==> src/rtl/irq_ctrl_if.sv <==
// Register-access bus between the CPU-side master and the interrupt controller.
// One sel pulse is one access; rdata follows addr combinationally.
interface irq_ctrl_if;
    logic       sel;
    logic       we;
    logic [2:0] addr;
    logic [7:0] wdata;
    logic [7:0] rdata;

    modport master (
        output sel,
        output we,
        output addr,
        output wdata,
        input  rdata
    );

    modport slave (
        input  sel,
        input  we,
        input  addr,
        input  wdata,
        output rdata
    );
endinterface

==> src/rtl/irq_ctrl.sv <==
// Prioritised interrupt controller: per-source level/edge capture, masking,
// and an IDLE/ASSERT/SERVICE handshake with the CPU via claim (VEC) and EOI.
module irq_ctrl #(
    parameter int NSRC = 8
) (
    input  logic            clk,
    input  logic            rst,
    input  logic [NSRC-1:0] irq_src,
    irq_ctrl_if.slave       bus,
    output logic            intr
);

    typedef enum logic [1:0] {
        ST_IDLE    = 2'd0,
        ST_ASSERT  = 2'd1,
        ST_SERVICE = 2'd2
    } state_t;

    localparam logic [7:0] VMASK  = 8'((9'd1 << NSRC) - 9'd1);
    localparam logic [2:0] A_PEND = 3'd0;
    localparam logic [2:0] A_MASK = 3'd1;
    localparam logic [2:0] A_EDGE = 3'd2;
    localparam logic [2:0] A_ACK  = 3'd3;
    localparam logic [2:0] A_VEC  = 3'd4;
    localparam logic [2:0] A_CTRL = 3'd5;
    localparam logic [2:0] A_EOI  = 3'd6;

    // Lowest set index wins (index 0 is highest priority).
    function automatic logic [2:0] prio_enc(input logic [7:0] v);
        logic [2:0] idx;
        idx = 3'd0;
        for (int i = 7; i >= 0; i--) begin
            if (v[i]) begin
                idx = 3'(i);
            end else begin
                idx = idx;
            end
        end
        return idx;
    endfunction

    state_t     state_q, state_d;
    logic       intr_q, intr_d;
    logic [2:0] isr_q, isr_d;
    logic [7:0] pend_q, pend_d;
    logic [7:0] src_prev_q, src_prev_d;
    logic [7:0] mask_q, mask_d;
    logic [7:0] edge_q, edge_d;
    logic       gen_q, gen_d;

    logic [7:0] src_ext_s;
    logic       wr_s;
    logic       vec_rd_s;
    logic       eoi_s;
    logic [7:0] act_s;
    logic       act_any_s;
    logic [2:0] win_s;
    logic [7:0] vec_s;
    logic [7:0] clr_s;
    logic [7:0] rise_s;
    logic [7:0] rdata_s;

    assign src_ext_s = 8'(irq_src) & VMASK;

    // Access decode, active set, winner and vector value.
    always_comb begin
        wr_s      = bus.sel & bus.we;
        vec_rd_s  = bus.sel & ~bus.we & (bus.addr == A_VEC);
        eoi_s     = wr_s & (bus.addr == A_EOI) & (state_q == ST_SERVICE);
        act_s     = pend_q & mask_q;
        act_any_s = (act_s != 8'h00);
        win_s     = prio_enc(act_s);
        if (act_any_s) begin
            vec_s = {1'b1, 4'b0000, win_s};
        end else begin
            vec_s = 8'h00;
        end
    end

    // Pending capture: a new edge beats any same-cycle ACK/EOI clear.
    always_comb begin
        clr_s = 8'h00;
        if (wr_s && (bus.addr == A_ACK)) begin
            clr_s = bus.wdata & VMASK;
        end else begin
            clr_s = 8'h00;
        end
        if (eoi_s) begin
            clr_s = clr_s | (8'h01 << isr_q);
        end else begin
            clr_s = clr_s;
        end
        rise_s     = src_ext_s & ~src_prev_q;
        pend_d     = ((edge_q & (rise_s | (pend_q & ~clr_s))) | (~edge_q & src_ext_s)) & VMASK;
        src_prev_d = src_ext_s;
    end

    // Configuration register writes; bits above NSRC never stick.
    always_comb begin
        mask_d = mask_q;
        edge_d = edge_q;
        gen_d  = gen_q;
        if (wr_s) begin
            case (bus.addr)
                A_MASK:  mask_d = bus.wdata & VMASK;
                A_EDGE:  edge_d = bus.wdata & VMASK;
                A_CTRL:  gen_d  = bus.wdata[0];
                default: mask_d = mask_q;
            endcase
        end else begin
            mask_d = mask_q;
        end
    end

    // Handshake FSM next state; intr is high only while in ASSERT.
    always_comb begin
        state_d = state_q;
        intr_d  = 1'b0;
        isr_d   = isr_q;
        case (state_q)
            ST_IDLE: begin
                if (gen_q && act_any_s) begin
                    state_d = ST_ASSERT;
                    intr_d  = 1'b1;
                end else begin
                    state_d = ST_IDLE;
                end
            end
            ST_ASSERT: begin
                // Withdrawal takes precedence so a racing claim sees 0x00.
                if (!gen_q || !act_any_s) begin
                    state_d = ST_IDLE;
                end else if (vec_rd_s) begin
                    state_d = ST_SERVICE;
                    isr_d   = win_s;
                end else begin
                    intr_d  = 1'b1;
                end
            end
            ST_SERVICE: begin
                if (eoi_s) begin
                    state_d = ST_IDLE;
                end else begin
                    state_d = ST_SERVICE;
                end
            end
            default: begin
                state_d = ST_IDLE;
            end
        endcase
    end

    // Read mux; forced to zero while reset is held.
    always_comb begin
        rdata_s = 8'h00;
        if (rst) begin
            rdata_s = 8'h00;
        end else begin
            case (bus.addr)
                A_PEND:  rdata_s = pend_q;
                A_MASK:  rdata_s = mask_q;
                A_EDGE:  rdata_s = edge_q;
                A_VEC:   rdata_s = vec_s;
                A_CTRL:  rdata_s = {7'b0000000, gen_q};
                default: rdata_s = 8'h00;
            endcase
        end
    end

    assign bus.rdata = rdata_s;
    assign intr      = intr_q;

    // State register with synchronous reset.
    always_ff @(posedge clk) begin
        if (rst) begin
            state_q    <= ST_IDLE;
            intr_q     <= 1'b0;
            isr_q      <= 3'd0;
            pend_q     <= 8'h00;
            src_prev_q <= 8'h00;
            mask_q     <= 8'h00;
            edge_q     <= 8'h00;
            gen_q      <= 1'b0;
        end else begin
            state_q    <= state_d;
            intr_q     <= intr_d;
            isr_q      <= isr_d;
            pend_q     <= pend_d;
            src_prev_q <= src_prev_d;
            mask_q     <= mask_d;
            edge_q     <= edge_d;
            gen_q      <= gen_d;
        end
    end

endmodule

==> src/flat_wrapper.sv <==
// flat-port wrapper written by rule: the top's interface ports become plain ports
module irq_ctrl_flat 
#(
    parameter int NSRC = 8
)
  (clk, rst, irq_src, intr, bus_sel, bus_we, bus_addr, bus_wdata, bus_rdata);
  irq_ctrl_if bus_i ();
  input  logic clk;
  input  logic rst;
  input  logic [NSRC-1:0] irq_src;
  output logic intr;
  input wire logic [$bits(bus_i.sel)-1:0] bus_sel;
  input wire logic [$bits(bus_i.we)-1:0] bus_we;
  input wire logic [$bits(bus_i.addr)-1:0] bus_addr;
  input wire logic [$bits(bus_i.wdata)-1:0] bus_wdata;
  output wire logic [$bits(bus_i.rdata)-1:0] bus_rdata;
  assign bus_i.sel = bus_sel;
  assign bus_i.we = bus_we;
  assign bus_i.addr = bus_addr;
  assign bus_i.wdata = bus_wdata;
  assign bus_rdata = bus_i.rdata;
  irq_ctrl #(.NSRC(NSRC)) u_core (.clk(clk), .rst(rst), .irq_src(irq_src), .bus(bus_i), .intr(intr));
endmodule
==> config.mk <==
export PLATFORM = sky130hd
export DESIGN_NAME = irq_ctrl_flat
export DESIGN_NICKNAME = d
export VERILOG_FILES = /design/src/rtl/irq_ctrl_if.sv /design/src/rtl/irq_ctrl.sv /design/src/flat_wrapper.sv
export SDC_FILE = /design/constraint.sdc
export NUM_CORES = 1
export LEC_CHECK = 0
export ABC_AREA = 1
export BUFFER_PORTS_ARGS = -buffer_cell sky130_fd_sc_hd__buf_2
export CAP_MARGIN = 10
export CORE_UTILIZATION = 50
export DETAILED_ROUTE_END_ITERATION = 8
export PLACE_DENSITY_LB_ADDON = 0.1
export SLEW_MARGIN = 20
export SYNTH_ARGS = -nofsm -noshare
export SYNTH_HDL_FRONTEND = slang
export SYNTH_SLANG_ARGS = --single-unit
==> constraint.sdc <==
create_clock -name clk -period 1.42 [get_ports clk]
set_input_delay 0.142 -clock clk [delete_from_list [all_inputs] [get_ports clk]]
set_output_delay 0.142 -clock clk [all_outputs]
set_load 0.02 [all_outputs]
==> metrics.txt <==
Synth-to-Final Area Change 30.0%; htree depth 2; Clock power frac 33.4%; failing checks setup timing; layout cells sized above 1 35.9%; Tot GR Track Use 26.0%; Crit. End Element output port; Cell Rows 22; largest net degree at the start of global routing 32; Ports 32; Yosys top cell area share 40.0%; synth unique cells 30; max-cap viol count 0; vias in the first global route 1,741; die area 4160 sq um; Met3 Wirelength 329 um; Via density 5.01; CP Data Arrival Time 1440 ps; DRT Wirelength 5.09 mm; WL/cell 13.0 um; Seq cells post-synth 39; crit-path max FO 2; Slew Viols, Final 0; Die W 64.5 um; Pint 0.00159 W; Slew Limit Headroom 68.9%; RSZ-0062 raised after global routing yes; Fillers 329; final core occ 68.3%; post-route setup slack -167 ps; hold depth 3; post-route ant nets 0; Num CTS Buffers 5; part of the Yosys area used for sequential elements 40.0%; Sw Ratio 25.5%; Initial Util 52.5%; crit path time final 1590 ps; Avg Inst Size Synth 6.85 sq um; GPL Wtd Cong 0.831; clk_lat worst skew 290 ps; cells after synthesis 285; routed vias 1,959; final worst-path cycle share 112%; Post-Syn Nets 308; Fmax 630 MHz; DR WL met2 2.17 mm; type of origin of the critical path flop; met1 wire length 2.51 mm; DRT Pass-1 Iters 4; final setup vio count 4; power density cells 839 nW/um^2; CTS hold repair buffers 0; YS warnings 0; Root Buffer clkbuf_8; clock tree from TritonCTS built; Clock transition at path regs 70 ps; Clock Sinks 39; Tightest Pin Transition 466 ps; CTS Buffer Depth 2; number of DRC markers in iteration 0 149; first-pass GRT wire length 8.23 mm; Worst VDD drop 0.000714 V; Comb power frac 12.2%; Port Buffers 31; Static Leak 1.21 nW; antenna cells 0; skew final 7.36 ps; mapped cell area 1950 sq um; gr ovfl total 0; top routing layer in use met4; Worst EP required 1280 ps; Psw 0.000544 W; DIE HEIGHT 64.5 um; pre-CTS setup slack 29.7 ps; Layout Nets 365; number of antenna violations at the first check in global routing 0; Residual DRC 0; status finished, violations left; DPL Wire Length 3.63 mm; top cells by area, synth dfxtp_1 (40%), nand2_1 (16%), nor2_1 (9.6%), o21ai_1 (5.1%), inv_1 (5.0%); min-delay worst type input port to flop; crit path kind flop to output port; Synth area leader dfxtp_1; sequential share of power 54.4%; Core ar. 3720 sq um; depth of the most critical reg-to-reg path 8; Hold Fails Final Rpt 0
[timing repair]
item / CTS / global route
pin swaps: 5 / 6
endpoints found under the setup margin: 4 / 9
buffers inserted: 5 / 5
gates resized for setup: 28 / 17
[layout make-up]
type	count	area (sq um)	area share, %
Clock buffer	7	76.3	3.01
Clock inverter	1	5.00	0.197
Inverter	32	125	4.93
Multi-Input combinational cell	207	1100	43.3
Sequential cell	39	798	31.5
Tap cell	48	60.1	2.37
Timing Repair Buffer	57	373	14.7
[power groups by stage]
stage               Clock (W)  Combinational (W)  Sequential, W
floorplan                   0           0.000129        0.00117
global placement            0           0.000233        0.00117
detailed placement          0           0.000234        0.00117
CTS                  0.000725           0.000244        0.00115
global route         0.000788           0.000285        0.00116
finish               0.000712           0.000260        0.00116
[cells in the mapped netlist]
master	instances
nor2_8	2
nand3_1	6
clkbuf_1	5
inv_1	26
inv_4	2
o211ai_1	2
o21ai_1	20
nor2_2	3
nor2_4	1
buf_6	2
nand2_2	1
o21ai_2	2
o21ai_0	4
nor2_1	50
o22ai_1	1
a41oi_1	1
nor3_2	1
dfxtp_1	39
nand2_1	81
a21oi_1	12
nand4_1	8
nand2_4	1
nor3_4	1
a21oi_2	2
inv_2	4
nand4_2	1
nor3_1	3
nand3b_1	1
nand3_2	2
nor3b_4	1
[cells by family after synthesis]
family | Yosys count | synth area share [%]
simple gates | 163 | 38.9
compound gates | 44 | 12.6
flops | 39 | 40.0
buf+inv | 39 | 8.53
[routing by layer]
metal | track usage (%) | up-vias
li1 | - | 1026
met1 | 39.4 | 860
met2 | 37.8 | 63
met3 | 5.11 | 10
met4 | 5.83 | 0
met5 | 0 | -
[layout by cell type (no fill, tap or decap), types with 2 or more instances in the layout]
cell type and count:
a21oi_1 10, a21oi_2 4, buf_2 27, buf_4 29, clkbuf_1 2, clkbuf_8 5, dfxtp_1 25, dfxtp_2 14
inv_1 26, inv_2 4, inv_4 2, nand2_1 67, nand2_2 12, nand2_4 4, nand3_1 4, nand3_2 4
nand4_1 8, nor2_1 48, nor2_2 3, nor2_4 3, nor2_8 2, nor3_1 2, nor3_2 2, o211ai_1 2
o21ai_0 4, o21ai_1 20, o21ai_2 2
[worst max-delay path, stage by stage, from the launching register on]
cell,delay [ps]
dfxtp_2,350
nand2_2,80
inv_1,60
nand2_1,40
nand2_1,50
nand2_1,40
nand2_1,50
nand2_1,60
nand2_2,70
nand3_2,70
a21oi_2,130
buf_4,150
[worst paths after layout]
check,startpoint,to,slack (ps)
worst max-delay path,u_core.pend_q[7],bus_rdata[0],-170
worst max register to register,u_core.pend_q[3],u_core.isr_q[1],110
worst min-delay path,irq_src[2],u_core.src_prev_q[2],70
worst min register to register,u_core.src_prev_q[6],u_core.pend_q[6],470
[per-stage QoR]
stage | TNS [ps] | power, W | hold slack (ps) | cell area (sq um) | std cells
after global routing | -873 | 0.00223 | 69.8 | 2540 | 391
after detailed placement | 0 | 0.00141 | 368 | 2260 | 373
final | -539 | 0.00213 | 65.5 | 2540 | 391
after global placement | 0 | 0.00141 | 369 | 2260 | 373
after CTS | -444 | 0.00212 | 63.2 | 2440 | 386
after floorplan | 0 | 0.00130 | 261 | 1950 | 285
[sequential cells by signal, summed over array words and instances, names as in the netlist]
signal	cells
u_core.isr_q	3
u_core.edge_q	8
u_core.intr	1
u_core.src_prev_q	8
u_core.pend_q	8
u_core.state_q	2
u_core.mask_q	8
u_core.gen_q	1
Note: power is estimated with default switching activity, not from simulation.
